[src/rtl/spw_pll_lock_supervisor.sv]
`default_nettype none
// +------------------------------------------------------------------------+
// | spw_pll_lock_supervisor: PLL reset sequencing, lock qualification and  |
// | core reset release. Optional loss counter: SPW_PLL_SUP_LOSS_CNT_EN.    |
// | Rev 1.0                                                                |
// +------------------------------------------------------------------------+
module spw_pll_lock_supervisor #(
  parameter int PLL_RST_CYCLES = 16,
  parameter int LOCK_TIMEOUT   = 50000,
  parameter int STABLE_CYCLES  = 1024,
  parameter int MAX_RETRIES    = 4,
  parameter int CNT_W          = 16
) (
  input  logic       refclk,
  input  logic       rst,
  input  logic       pll_locked,
  input  logic       force_relock,
  output logic       pll_rst,
  output logic       core_rst,
  output logic       ready,
  output logic       fail,
  output logic [2:0] state
`ifdef SPW_PLL_SUP_LOSS_CNT_EN
  ,
  output logic [7:0] loss_count
`endif
);

  localparam int RET_W = $clog2(MAX_RETRIES + 2);
  localparam logic [CNT_W-1:0] C_PLL_TC    = CNT_W'(PLL_RST_CYCLES - 1);
  localparam logic [CNT_W-1:0] C_LOCK_TC   = CNT_W'(LOCK_TIMEOUT - 1);
  localparam logic [CNT_W-1:0] C_STABLE_TC = CNT_W'(STABLE_CYCLES - 1);
  localparam logic [RET_W-1:0] C_RET_MAX   = RET_W'(MAX_RETRIES);

  typedef enum logic [2:0] {
    PLL_RST   = 3'd0,
    WAIT_LOCK = 3'd1,
    STABLE    = 3'd2,
    RUN       = 3'd3,
    FAIL      = 3'd4
  } state_t;

  state_t           state_q, state_d;
  logic [CNT_W-1:0] cnt_q, cnt_d;
  logic [RET_W-1:0] retries_q, retries_d;
  logic             sync1_q, locked_s_q;
  logic             pll_rst_q, pll_rst_d;
  logic             core_rst_q, core_rst_d;
  logic             ready_q, ready_d;
  logic             fail_q, fail_d;

  always_ff @(posedge refclk or posedge rst) begin
    if (rst) begin
      sync1_q    <= 1'b0;
      locked_s_q <= 1'b0;
    end else begin
      sync1_q    <= pll_locked;
      locked_s_q <= sync1_q;
    end
  end

  always_ff @(posedge refclk or posedge rst) begin
    if (rst) begin
      state_q    <= PLL_RST;
      cnt_q      <= '0;
      retries_q  <= '0;
      pll_rst_q  <= 1'b1;
      core_rst_q <= 1'b1;
      ready_q    <= 1'b0;
      fail_q     <= 1'b0;
    end else begin
      state_q    <= state_d;
      cnt_q      <= cnt_d;
      retries_q  <= retries_d;
      pll_rst_q  <= pll_rst_d;
      core_rst_q <= core_rst_d;
      ready_q    <= ready_d;
      fail_q     <= fail_d;
    end
  end

  always_comb begin
    state_d   = state_q;
    retries_d = retries_q;
    if (force_relock) begin
      state_d   = PLL_RST;
      retries_d = '0;
    end else begin
      case (state_q)
        PLL_RST: begin
          if (cnt_q == C_PLL_TC) state_d = WAIT_LOCK;
        end
        WAIT_LOCK: begin
          if (locked_s_q) begin
            state_d = STABLE;
          end else if (cnt_q == C_LOCK_TC) begin
            if (retries_q == C_RET_MAX) begin
              state_d = FAIL;
            end else begin
              state_d   = PLL_RST;
              retries_d = retries_q + 1'b1;
            end
          end
        end
        STABLE: begin
          // Lock drop is tested first so it beats the terminal count.
          if (!locked_s_q) begin
            state_d = WAIT_LOCK;
          end else if (cnt_q == C_STABLE_TC) begin
            state_d   = RUN;
            retries_d = '0;
          end
        end
        RUN: begin
          if (!locked_s_q) state_d = WAIT_LOCK;
        end
        FAIL: state_d = FAIL;
        default: state_d = PLL_RST;
      endcase
    end

    // A relock request in PLL_RST keeps the state but must still restart the count.
    if (force_relock || (state_d != state_q)) cnt_d = '0;
    else                                      cnt_d = cnt_q + 1'b1;

    pll_rst_d  = 1'b1;
    core_rst_d = 1'b1;
    ready_d    = 1'b0;
    fail_d     = 1'b0;
    case (state_d)
      WAIT_LOCK, STABLE: pll_rst_d = 1'b0;
      RUN: begin
        pll_rst_d  = 1'b0;
        core_rst_d = 1'b0;
        ready_d    = 1'b1;
      end
      FAIL:    fail_d = 1'b1;
      default: pll_rst_d = 1'b1;
    endcase
  end

`ifdef SPW_PLL_SUP_LOSS_CNT_EN
  logic [7:0] loss_q, loss_d;

  always_comb begin
    loss_d = loss_q;
    if (!force_relock && (state_q == RUN) && !locked_s_q && (loss_q != 8'hFF))
      loss_d = loss_q + 8'd1;
  end

  always_ff @(posedge refclk or posedge rst) begin
    if (rst) loss_q <= 8'd0;
    else     loss_q <= loss_d;
  end

  assign loss_count = loss_q;
`endif

  assign pll_rst  = pll_rst_q;
  assign core_rst = core_rst_q;
  assign ready    = ready_q;
  assign fail     = fail_q;
  assign state    = state_q;

endmodule
`default_nettype wire
[config.mk]
export PLATFORM = sky130hd
export DESIGN_NAME = spw_pll_lock_supervisor
export DESIGN_NICKNAME = d
export VERILOG_FILES = /design/src/rtl/spw_pll_lock_supervisor.sv
export SDC_FILE = /design/constraint.sdc
export NUM_CORES = 1
export LEC_CHECK = 0
export BUFFER_PORTS_ARGS = -buffer_cell sky130_fd_sc_hd__buf_2
export CELL_PAD_IN_SITES_DETAIL_PLACEMENT = 0
export CELL_PAD_IN_SITES_GLOBAL_PLACEMENT = 2
export CORE_ASPECT_RATIO = 1.2
export CORE_UTILIZATION = 34
export CTS_CLUSTER_DIAMETER = 50
export CTS_CLUSTER_SIZE = 28
export DETAILED_ROUTE_END_ITERATION = 16
export HOLD_SLACK_MARGIN = 0.08
export PLACE_DENSITY_LB_ADDON = 0.15
export SLEW_MARGIN = 20
export SYNTH_ARGS = -nofsm -noshare
export SYNTH_HDL_FRONTEND = slang
export SYNTH_SLANG_ARGS = --single-unit
[constraint.sdc]
create_clock -name refclk -period 1.9 [get_ports refclk]
set_input_delay 0.19 -clock refclk [delete_from_list [all_inputs] [get_ports refclk]]
set_output_delay 0.19 -clock refclk [all_outputs]
set_load 0.02 [all_outputs]
==> impl_summary.txt, run 1 <==
----------------------------------------------------
[Run status]
  Status ... complete, but fails checks
  Failing checks ... negative setup slack

[Pwr]
  Sw Pwr ... roughly 240 uW
  Internal cell power ... 915 uW
  Reg power frac ... between 50% and 60%
  Relative contribution of combinational cells to total power ... 6.1%
  Portion of total power attributed to the clock network ... between 40% and 50%
  Peak supply drop ... about 0.00033 V
  Switching part of the total ... approximately a fifth
  Leakage dissipation ... approximately 0.00095 uW
  Power per cell area ... roughly 520 nW/um^2

[Finish]
  Register with the highest flop count ... cnt_q
  Max FFs per register ... 16
  Non-Filler Instances ... about 270
  Filler cells ... 466
  Ant diodes ... 0
  Final nets ... 222
  Fraction of layout cells with a size suffix above 1 ... between 30% and 40%
  Area growth from synthesis to final layout ... 37.5%

[Die]
  Starting density of the core ... around a third
  Top Ports ... 11
  Die boundary height ... roughly 78 um
  Die width ... approximately 65 um
  DIE AREA ... 5040 um^2
  Row Count ... 27
  Area inside the core boundary ... 4590 um^2

[Critical path]
  R2R cell count ... 6
  Cells along the critical path ... or4b_4 -> nor4_4 -> or4_4 -> o211a_4 -> buf_12 -> mux2i_1
  FF-to-FF Start ... cnt_q[5]
  CP Data Required Time ... 2100 ps
  R2r endpoint ... cnt_q[9]
  CP max-delay cell ... sky130_fd_sc_hd__or4b_4
  Largest fanout on the critical path ... 7
  Critical Path Start Type ... register
  Worst setup slack for register-to-register paths ... -150 ps
  Type of destination of the critical path ... register
  Critical path data arrival time ... ~2200 ps
  Highest cell delay on the worst timing path ... around 570 ps
  Type of the worst setup path ... reg -> reg

[Logic synthesis]
  Number of flip-flops and latches in the synthesized netlist ... 28
  Count of flip-flops with a built-in enable after synthesis ... 0
  Mean instance size in the synthesized netlist ... between 9 and 10 um^2
  Synth warnings ... 0
  Cell types occupying the most area after synthesis ... sky130_fd_sc_hd__dfrtp_1 (40%), sky130_fd_sc_hd__xnor2_1 (5.4%), sky130_fd_sc_hd__nand3_1 (4.3%)
  Cell count after synthesis ... 175
  Fraction of post-synthesis cell area in the top cell type by area ... 40.2%
  Post-synthesis instance area ... approximately 1600 um^2
  Proportion of synthesized chip area in sequential cells ... between 40% and 50%
  Synthesized net count ... around 180
  Most instantiated flip-flop cell in the synthesis netlist ... sky130_fd_sc_hd__dfrtp_1
  Share of async-settable or async-resettable flops after synthesis ... between 90% and 100%
  Yosys top cell by area ... sky130_fd_sc_hd__dfrtp_1
  Number of distinct library cells after synthesis ... 38

[Clocking]
  Clock tree from TritonCTS ... done
  Number of clock sinks ... 28
  Cell chosen for the clock root ... sky130_fd_sc_hd__clkbuf_8
  Number of levels in the clock H-tree ... 1
  Maximum buffer depth of the clock tree ... 2
  Clock latency on the worst-skew pair ... 280 ps
  Number of buffers created by CTS ... 3
  Clock slew at the register clock pins of the worst setup and hold paths ... approximately 100 ps

[Run]
  Max-cap violations ... 0

[Worst hold path]
  Worst Hold End ... fail
  Hold Path Stages ... 3
  Worst hold start ... force_relock
  Hold WC Path Type ... in -> reg

[Timing]
  Max frequency ... around 0.5 GHz
  Final setup skew ... about 10 ps
  Slew HR ... between 40 and 50%
  Setup-violating endpoint count in the final report ... 17
  Number of max-slew violations in the final report ... 0
  Post-route setup TNS ... -1240 ps
  Crit share post-route ... 108%
  Unrepaired setup endpoints after global routing ... true
  Worst-Margin Slew ... about 810 ps
  Tmin final ... 2050 ps
  Number of endpoints with negative hold slack in the final report ... 0
  Fin worst setup slack ... -145 ps

[GRT]
  Global-route wire length before repair ... between 7000 and 8000 um
  Via count of the first global-routing pass ... about 1500
  Overall global routing resource usage ... 18.2%
  Number of antenna violations at the first check in global routing ... 0
  Remaining Overflow, GRT ... 0
  Pin count of the biggest net entering global routing ... 17

[Routing]
  Top metal layer carrying routed signals ... met4
  Number of remaining DRC errors ... 0
  Total number of vias ... between 1000 and 1500
  DR WL/cell ... 16.0 um
  Routed vias/inst ... slightly above 5
  Number of design-rule violations left by the first detailed-router iteration ... 95
  Number of search-and-repair iterations in the first detailed-routing pass ... 4
  Met2 routed WL ... 2390 um
  Total length of routed wires ... about 4400 um
  Met1 Routed Length ... ~1800 um
  DRT antenna net count ... 0
  Met3 wire length ... 103 um

[Place]
  Instance count after placement with tap cells included ... 260
  Post-DP HPWL ... 3070 um
  Global placer's final weighted congestion ... between 0.7 and 0.8
  Port Buf Inserts ... 10

----------------------------------------------------
-- critical path: cells and delay by family, from the launching register on --
family	cells	cell delay [ps]
AOI/OAI and AO/OA	1	200
buffers and inverters	1	130
DFF	1	390
muxes	1	200
and+or+nand+nor	3	1050
-- cell families (layout without fill, tap and decap cells) --
kind of cell / after synthesis / count (layout) / share of synthesized area (%)
xor+xnor: 15 / 15 / 8.12
simple gates: 83 / 83 / 28.9
flops: 28 / 28 / 43.5
fa+ha+maj: 3 / 3 / 2.32
buf+inv: 18 / 57 / 5.18
mux: 6 / 6 / 3.71
compound gates: 22 / 22 / 8.28
-- timing repair --
| action | CTS | global route |
|---|---|---|
| gates resized for setup | 17 | 22 |
| setup endpoints to repair | 23 | 24 |
| pin swaps | 11 | 6 |
| hold buffers | 2 | 0 |
| cloned | 1 | 1 |
| endpoints found under the hold margin | 13 | 0 |
| buffers inserted | 3 | 2 |
-- power groups by stage --
stage	sequential [uW]	clock, uW	combinational (uW)
5_1_grt	611	509	77.8
3_3_place_gp	621	0	60.9
3_5_place_dp	621	0	62.2
6_report	610	474	70.5
4_1_cts	610	488	67.1
2_1_floorplan	621	0	35.5
-- cell usage after synthesis, drive strengths merged, types with 4 or more instances --
cell type,instances
dfrtp,26
nand2,18
nor2,15
nand3,14
xnor2,10
inv,9
nor3,8
o21ai,8
a21oi,7
clkbuf,6
mux2i,6
nand4,6
nor4,5
xor2,5
or4,4
-- through the flow --
step / utilization (%) / cell area (um^2) / power [uW] / hold slack [ps] / setup slack, ps
after floorplan: - / 1630 / 656 / 221 / -98.8
after global placement: 41.8 / 1920 / 682 / 293 / -96.0
after detailed placement: 41.8 / 1920 / 684 / 293 / -179
after CTS: 46.4 / 2130 / 1170 / 234 / -140
after global routing: 48.4 / 2220 / 1200 / 265 / -216
final: 48.4 / 2220 / 1160 / 250 / -145
-- cell type report --
| cell class | instances | area [um^2] | area share, % |
|---|---|---|---|
| clock inverters | 1 | 30.0 | 1.35 |
| clock buffers | 3 | 41.3 | 1.86 |
| multi-input cells | 129 | 988 | 44.4 |
| inverters | 9 | 33.8 | 1.52 |
| flip-flops and latches | 28 | 703 | 31.6 |
| repair buffers | 44 | 355 | 16.0 |
| well taps | 58 | 72.6 | 3.26 |
-- placed cells by master (no fill, tap or decap), types with 3 or more instances in the layout --
master                     Yosys  layout
sky130_fd_sc_hd__nor3_1        8       7
sky130_fd_sc_hd__buf_12        0       3
sky130_fd_sc_hd__inv_1         9       8
sky130_fd_sc_hd__xnor2_1      10      10
sky130_fd_sc_hd__nand3_1      14       8
sky130_fd_sc_hd__nand3_2       0       5
sky130_fd_sc_hd__a21oi_2       0       6
sky130_fd_sc_hd__ha_1          3       3
sky130_fd_sc_hd__clkbuf_8      0       3
sky130_fd_sc_hd__xor2_1        5       5
sky130_fd_sc_hd__dfrtp_1      26      26
sky130_fd_sc_hd__o21ai_2       0       4
sky130_fd_sc_hd__buf_4         0      27
sky130_fd_sc_hd__nand2_1      18      16
sky130_fd_sc_hd__nor2_1       14      14
sky130_fd_sc_hd__buf_2         1      10
sky130_fd_sc_hd__nand4_1       6       6
sky130_fd_sc_hd__mux2i_1       6       6
-- worst max path at each step --
stage	to	depth (start not counted)	from
2_1_floorplan	cnt_q[9]	7	cnt_q[11]
3_3_place_gp	cnt_q[5]	6	cnt_q[11]
3_5_place_dp	cnt_q[9]	6	cnt_q[11]
4_1_cts	cnt_q[9]	6	cnt_q[5]
5_1_grt	cnt_q[9]	6	cnt_q[5]
6_report	cnt_q[9]	6	cnt_q[5]
-- per-layer routing --
layer / up-vias / global-route usage (%)
met2: 21 / 34.4
met1: 695 / 21.9
li1: 689 / -
met5: - / 0
met3: 4 / 1.32
met4: 0 / 4.00
Power figures use the tool's default switching activity.
==> inputs of run 2 (changes only) <==
PLACE_DENSITY_LB_ADDON = 0.1   (was 0.15)
==> run 2 against run 1 <==
The flow still finishes with violations (negative setup slack). Combinational power is 14% lower. Clock skew is 8.0 ps lower. First-iteration DRC count is 43% lower. Largest power group unchanged.
==> impl_summary.txt, run 2 (synthesis gave the netlist of run 1 again) <==
----------------------------------------------------
[Timing]
  Slew HR ... 46.7% (+1.2 points)
  Setup-violating endpoint count in the final report ... 19 (+2)
  Fin worst setup slack ... -129 ps (+16.6 ps)
  Worst-Margin Slew ... 793 ps (-18.1 ps)
  Number of endpoints with negative hold slack in the final report ... 0 (unchanged)
  Post-route setup TNS ... -1240 ps (-0.110 ps)
  Crit share post-route ... 107% (-0.87 points)
  Final Hold Slack ... 189 ps (-61.0 ps)
  Number of max-slew violations in the final report ... 0 (unchanged)
  Max frequency ... 0.493 GHz (+0.82%)
  Final setup skew ... 1.78 ps (-8.00 ps)
  Tmin final ... 2030 ps (-16.6 ps)
  Unrepaired setup endpoints after global routing ... true

[Worst hold path]
  Worst hold start ... force_relock
  Worst Hold End ... fail
  Hold Path Stages ... 2 (-1)
  Hold WC Path Type ... in -> reg

[Die]
  Starting density of the core ... 35.2% (unchanged)
  Top Ports ... 11 (unchanged)
  DIE AREA ... 5040 um^2 (unchanged)
  Row Count ... 27 (unchanged)
  Die boundary height ... 77.6 um (unchanged)
  Area inside the core boundary ... 4590 um^2 (unchanged)
  Die width ... 65.0 um (unchanged)

[Clocking]
  Number of buffers created by CTS ... 3 (unchanged)
  Clock latency on the worst-skew pair ... 280 ps (about the same)
  Number of levels in the clock H-tree ... 1 (unchanged)
  Number of clock sinks ... 28 (unchanged)
  Cell chosen for the clock root ... sky130_fd_sc_hd__clkbuf_8
  Clock tree from TritonCTS ... done
  Clock slew at the register clock pins of the worst setup and hold paths ... 100 ps (about the same)
  Maximum buffer depth of the clock tree ... 2 (unchanged)

[Finish]
  Register with the highest flop count ... cnt_q
  Area growth from synthesis to final layout ... 40.2%
  Commonest cells after routing, fill and taps aside ... sky130_fd_sc_hd__buf_4 (29), sky130_fd_sc_hd__dfrtp_1 (26), sky130_fd_sc_hd__nand2_1 (16)
  Cell area after layout ... 2270 um^2 (+2.0%)
  Max FFs per register ... 16 (unchanged)
  Ant diodes ... 0 (unchanged)
  Final nets ... 223 (+0.45%)
  Most common library cell in the layout ignoring fill and taps ... sky130_fd_sc_hd__buf_4
  Fraction of layout cells with a size suffix above 1 ... 38.1% (+0.29 points)
  Filler cells ... 474 (+1.7%)
  Non-Filler Instances ... 273 (+0.37%)

[Critical path]
  Logic depth of the worst path, buffers included ... 6 (unchanged)
  Cells along the critical path ... or4b_4 -> nor4_4 -> or4_1 -> o211a_4 -> buf_12 -> mux2i_1
  R2R cell count ... 6 (unchanged)
  Critical path buffer and inverter count ... 1 (unchanged)
  Highest cell delay on the worst timing path ... 560 ps (about the same)
  Largest fanout on the critical path ... 6 (-1)
  Critical Path Start Type ... register
  Critical path data arrival time ... 2240 ps (about the same)
  R2r endpoint ... cnt_q[4]
  CP Data Required Time ... 2110 ps (about the same)
  Type of destination of the critical path ... register
  Type of the worst setup path ... reg -> reg
  FF-to-FF Start ... cnt_q[5]
  Worst path top cell family by delay ... simple AND/OR/NAND/NOR gates
  Worst setup slack for register-to-register paths ... -130 ps (+20 ps)
  CP max-delay cell ... sky130_fd_sc_hd__or4b_4

[Routing]
  Total length of routed wires ... 4230 um (-3.0%)
  DR WL/cell ... 15.5 um (-3.4%)
  Number of design-rule violations left by the first detailed-router iteration ... 54 (-43%)
  DRT antenna net count ... 0 (unchanged)
  Total number of vias ... 1430 (+1.5%)
  Number of remaining DRC errors ... 0 (unchanged)
  Routed vias/inst ... 5.24 (+1.1%)
  Number of search-and-repair iterations in the first detailed-routing pass ... 4 (unchanged)

[Place]
  Port Buf Inserts ... 10 (unchanged)
  Total cell area at the placement stage ... 1910 um^2 (-0.65%)
  Post-DP HPWL ... 2940 um (-4.0%)
  Global placer's final weighted congestion ... 0.794 (+3.6%)
  Worst slack at placement ... -150 ps (+29.3 ps)
  Instance count after placement with tap cells included ... 260 (unchanged)

[Run]
  Max-cap violations ... 0 (unchanged)

[GRT]
  Pin count of the biggest net entering global routing ... 29 (+12)
  Number of antenna violations at the first check in global routing ... 0 (unchanged)
  Global-route wire length before repair ... 6890 um (-3.5%)
  Via count of the first global-routing pass ... 1444 (-3.3%)
  Overall global routing resource usage ... 17.7% (-0.47 points)
  Remaining Overflow, GRT ... 0 (unchanged)

[Pwr]
  Peak supply drop ... 0.000261 V (-21%)
  Leakage dissipation ... 0.000936 uW (-1.3%)
  Power per cell area ... 512 nW/um^2 (-1.4%)

[Run status]
  Status ... complete, but fails checks
  Failing checks ... negative setup slack

----------------------------------------------------
## run 2: cell types whose count changed in the layout (fill, tap and decap cells not counted), sizes merged
cell and change:
clkbuf +1
## run 2: final cells by class
type	count	area, um^2	area share (%)
clock buffers	3	41.3	1.82
flip-flops and latches	28	703	31.0
clock inverters	1	30.0	1.32
multi-input cells	129	1020	45.0
well taps	58	72.6	3.20
inverters	9	33.8	1.49
repair buffers	45	368	16.2
## run 2: per-layer routing
| metal | part of all wire [%] | GRT usage [%] | up-vias | wire length [um] |
|---|---|---|---|---|
| met4 | 1.5 | 5.33 | 0 | 62 |
| met1 | 43 | 22.5 | 706 | 1830 |
| li1 | - | - | 702 | - |
| met2 | 53 | 31.1 | 17 | 2240 |
| met3 | 2.4 | 1.76 | 5 | 101 |
| met5 | 0 | 0 | - | 0 |
## run 2: how the worst max path moves through the flow
stage / from / endpoint / slack, ps
after CTS: cnt_q[5] / cnt_q[4] / -130
after floorplan: cnt_q[11] / cnt_q[9] / -100
after detailed placement: cnt_q[11] / cnt_q[4] / -150
after global routing: cnt_q[5] / cnt_q[4] / -200
final: cnt_q[5] / cnt_q[4] / -130
after global placement: cnt_q[11] / cnt_q[3] / -80
## run 2: what timing repair did
action                                  4_1_cts  5_1_grt
hold buffers                                  2        0
pin swaps                                    12       11
cloned                                        1        1
resized for setup                            19       22
endpoints found under the hold margin        27        0
endpoints found under the setup margin       23       24
buffers inserted                              3        3
## run 2: worst reg2reg max path, delay by kind of cell (launching register included)
kind	cells	cell delay, ps
buffers and inverters	1	130
DFF	1	390
and+or+nand+nor	3	1030
AOI/OAI and AO/OA	1	200
muxes	1	200
## run 2: power by group
group | switching (uW) | internal, uW | leakage [uW]
sequential | 7.79 | 603 | 0.000377
combinational | 35.6 | 25.1 | 0.000524
clock | 207 | 283 | 0.0000357
## run 2: through the flow
stage / utilization, % / power (uW)
5_1_grt: 49.4 / 1190
6_report: 49.4 / 1160
4_1_cts: 46.5 / 1160
3_5_place_dp: 41.6 / 676
2_1_floorplan: - / 656
3_3_place_gp: 41.6 / 674
==> inputs of run 3 (changes only) <==
ABC_AREA = 1   (was default)
BUFFER_PORTS_ARGS = default   (was -buffer_cell sky130_fd_sc_hd__buf_2)
DONT_BUFFER_PORTS = 1   (was default)
==> run 3 against run 2 <==
The flow now finishes without violations. Hold slack got worse by 89 ps. Synthesized cell count rose by 1.7%. Via count fell by 20%. Clock power fell by 32%. Critical path type unchanged. Largest cell class unchanged. Largest power group unchanged.
==> impl_summary.txt, run 3 <==
----------------------------------------------------
[Die]
  Die boundary height ... 75.0 um (-3.3%)
  DIE AREA ... 4710 um^2 (-6.5%)
  Top Ports ... 11 (unchanged)
  Die width ... 62.8 um (-3.3%)
  Starting density of the core ... 35.4% (+0.20 points)
  Row Count ... 26 (-3.7%)
  Area inside the core boundary ... 4260 um^2 (-7.2%)

[Routing]
  DRT antenna net count ... 0 (unchanged)
  Number of remaining DRC errors ... 0 (unchanged)
  Total length of routed wires ... 3120 um (-26%)
  Number of search-and-repair iterations in the first detailed-routing pass ... 4 (unchanged)
  Met1 Routed Length ... 1390 um (-24%)
  Number of design-rule violations left by the first detailed-router iteration ... 26 (-52%)
  Routed vias/inst ... 4.59 (-12%)
  DR WL/cell ... 12.6 um (-19%)
  Met2 routed WL ... 1620 um (-28%)
  Top metal layer carrying routed signals ... met4
  Met3 wire length ... 92 um (-8.9%)
  Total number of vias ... 1139 (-20%)

[Logic synthesis]
  Post-synthesis instance area ... 1510 um^2 (-6.7%)
  Share of async-settable or async-resettable flops after synthesis ... 100% (unchanged)
  Yosys top cell by area ... sky130_fd_sc_hd__dfrtp_1
  Most repeated cell in the gate-level netlist after synthesis ... sky130_fd_sc_hd__nand2_1
  Synth warnings ... 0 (unchanged)
  Proportion of synthesized chip area in sequential cells ... 46.6% (+3.1 points)
  Cell types occupying the most area after synthesis ... sky130_fd_sc_hd__dfrtp_1 (43%), sky130_fd_sc_hd__nand2_1 (7.5%), sky130_fd_sc_hd__nor2_1 (6.5%)
  Number of flip-flops and latches in the synthesized netlist ... 28 (unchanged)
  Most instantiated flip-flop cell in the synthesis netlist ... sky130_fd_sc_hd__dfrtp_1
  Synth cell count leaders ... sky130_fd_sc_hd__nand2_1 (30), sky130_fd_sc_hd__dfrtp_1 (26), sky130_fd_sc_hd__nor2_1 (26)
  Number of distinct library cells after synthesis ... 22 (-42%)
  Count of flip-flops with a built-in enable after synthesis ... 0 (unchanged)
  Mean instance size in the synthesized netlist ... 8.48 um^2 (-8.3%)
  Synthesized net count ... 185 (+1.6%)
  Fraction of post-synthesis cell area in the top cell type by area ... 43.1% (+2.9 points)
  Cell count after synthesis ... 178 (+1.7%)

[Critical path]
  Critical path data arrival time ... 1960 ps (-280 ps)
  FF-to-FF Start ... cnt_q[4]
  Type of destination of the critical path ... register
  R2R cell count ... 9 (+3)
  Worst setup slack for register-to-register paths ... 140 ps (+270 ps)
  Critical Path Start Type ... register
  Largest fanout on the critical path ... 8 (+2)
  CP Data Required Time ... 2100 ps (about the same)
  Type of the worst setup path ... reg -> reg
  R2r endpoint ... cnt_q[12]

[Place]
  Global placer's final weighted congestion ... 0.778 (-2.0%)
  Instance count after placement with tap cells included ... 239 (-8.1%)
  Total cell area at the placement stage ... 1610 um^2 (-16%)
  Post-DP HPWL ... 2260 um (-23%)
  Port Buf Inserts ... 0 (-10)

[Clocking]
  Maximum buffer depth of the clock tree ... 2 (unchanged)
  Number of clock sinks ... 28 (unchanged)
  Clock slew at the register clock pins of the worst setup and hold paths ... 100 ps (about the same)
  Number of levels in the clock H-tree ... 1 (unchanged)
  Number of buffers created by CTS ... 3 (unchanged)
  Clock tree from TritonCTS ... done
  Clock latency on the worst-skew pair ... 270 ps (about the same)
  Cell chosen for the clock root ... sky130_fd_sc_hd__clkbuf_8

[GRT]
  Overall global routing resource usage ... 14.0% (-3.7 points)
  Remaining Overflow, GRT ... 0 (unchanged)
  Pin count of the biggest net entering global routing ... 29 (unchanged)
  Global-route wire length before repair ... 5090 um (-26%)
  Number of antenna violations at the first check in global routing ... 0 (unchanged)
  Via count of the first global-routing pass ... 1148 (-20%)

[Timing]
  Tmin final ... 1760 ps (-270 ps)
  Setup-violating endpoint count in the final report ... 0 (-19)
  Crit share post-route ... 92.5% (-14 points)
  Worst-Margin Slew ... 372 ps (-421 ps)
  Final Hold Slack ... 100 ps (-89.2 ps)
  Number of max-slew violations in the final report ... 0 (unchanged)
  Max frequency ... 0.569 GHz (+15%)
  Slew HR ... 75.2% (+28 points)
  Number of endpoints with negative hold slack in the final report ... 0 (unchanged)
  Final setup skew ... 6.68 ps (+4.90 ps)

[Finish]
  Final nets ... 200 (-10%)
  Cell area after layout ... 1720 um^2 (-24%)
  Register with the highest flop count ... cnt_q
  Area growth from synthesis to final layout ... 14.2%
  Non-Filler Instances ... 248 (-9.2%)
  Filler cells ... 450 (-5.1%)
  Fraction of layout cells with a size suffix above 1 ... 19.8% (-18 points)
  Max FFs per register ... 16 (unchanged)
  Most common library cell in the layout ignoring fill and taps ... sky130_fd_sc_hd__nand2_1
  Commonest cells after routing, fill and taps aside ... sky130_fd_sc_hd__nand2_1 (30), sky130_fd_sc_hd__dfrtp_1 (26), sky130_fd_sc_hd__nor2_1 (25), sky130_fd_sc_hd__inv_1 (25), sky130_fd_sc_hd__nor2_2 (12)
  Ant diodes ... 0 (unchanged)

[Pwr]
  Reg power frac ... 60.5% (+7.9 points)
  Relative contribution of combinational cells to total power ... 7.3% (+2.1 points)
  Leakage dissipation ... 0.000791 uW (-16%)
  Sw Pwr ... 240 uW (-4.3%)
  Power per cell area ... 597 nW/um^2 (+17%)
  Peak supply drop ... 0.000329 V (+26%)
  Switching part of the total ... 23.3% (+1.8 points)
  Internal cell power ... 788 uW (-13%)
  Portion of total power attributed to the clock network ... 32.3% (-9.9 points)
  Final Total Pwr ... 1030 uW (-11%)

[Worst hold path]
  Hold WC Path Type ... in -> reg
  Worst hold start ... force_relock
  Hold Path Stages ... 3 (+1)
  Worst Hold End ... ready

[Run status]
  Status ... finished clean

[Run]
  Max-cap violations ... 0 (unchanged)

----------------------------------------------------
==> run 3: kinds of logic (layout without fill, tap and decap cells) <==
| kind of cell | after synthesis | count (layout) | share of synthesized area, % |
|---|---|---|---|
| flip-flops | 28 | 28 | 46.6 |
| AO/OA/AOI/OAI | 13 | 13 | 4.39 |
| AND/OR/NAND/NOR | 96 | 97 | 32.9 |
| buffers and inverters | 27 | 40 | 7.21 |
| adder cells (fa/ha/maj) | 3 | 3 | 2.49 |
| XOR/XNOR | 11 | 11 | 6.38 |
==> run 3: worst max-delay path by stage <==
stage | from | endpoint | slack (ps) | depth (start not counted)
after global placement | cnt_q[0] | cnt_q[15] | 90 | 11
after detailed placement | cnt_q[0] | cnt_q[4] | 20 | 11
after floorplan | state[0] | cnt_q[5] | 250 | 8
after CTS | cnt_q[0] | cnt_q[4] | 10 | 11
final | cnt_q[4] | cnt_q[12] | 140 | 9
after global routing | cnt_q[5] | cnt_q[1] | -7 | 9
==> run 3: routing by layer <==
layer	vias up	GRT usage, %
li1	591	-
met2	11	25.6
met1	535	16.7
met4	0	4.65
met5	-	0
met3	2	2.73
==> run 3: power groups by stage <==
stage	combinational (uW)	sequential, uW	clock (uW)
floorplan	51.3	632	0
global placement	61.9	633	0
detailed placement	64.5	634	0
CTS	70.2	622	351
global route	85.2	624	367
finish	74.6	622	332
==> run 3: what timing repair did <==
item	4_1_cts	5_1_grt
resized for setup	0	4
setup buffers	0	1
setup endpoints to repair	0	16
hold endpoints to repair	29	0
hold buffers	3	0
==> run 3: metrics by stage <==
step	setup TNS, ps	setup slack, ps	utilization (%)
after global placement	0	86.6	37.8
final	0	142	40.4
after detailed placement	0	17.1	37.8
after global routing	-7.35	-7.35	40.4
after CTS	0	13.3	39.6
after floorplan	0	254	-
==> run 3: final cells by class <==
cell class | instances | area (um^2) | area share (%)
clock buffers | 4 | 45.0 | 2.61
inverters | 26 | 97.6 | 5.66
multi-input cells | 124 | 724 | 42.0
flip-flops and latches | 28 | 703 | 40.8
well taps | 56 | 70.1 | 4.07
repair buffers | 10 | 82.6 | 4.79
==> run 3: worst max-delay path, stage by stage, from the launching register on <==
cell,delay (ps)
sky130_fd_sc_hd__dfrtp_1,440
sky130_fd_sc_hd__nor2_2,140
sky130_fd_sc_hd__nand2_1,70
sky130_fd_sc_hd__nor2_1,200
sky130_fd_sc_hd__nand2_1,100
sky130_fd_sc_hd__nand2_1,90
sky130_fd_sc_hd__nand3_2,90
sky130_fd_sc_hd__nand3_1,220
sky130_fd_sc_hd__nand3_4,220
sky130_fd_sc_hd__nor2_2,120
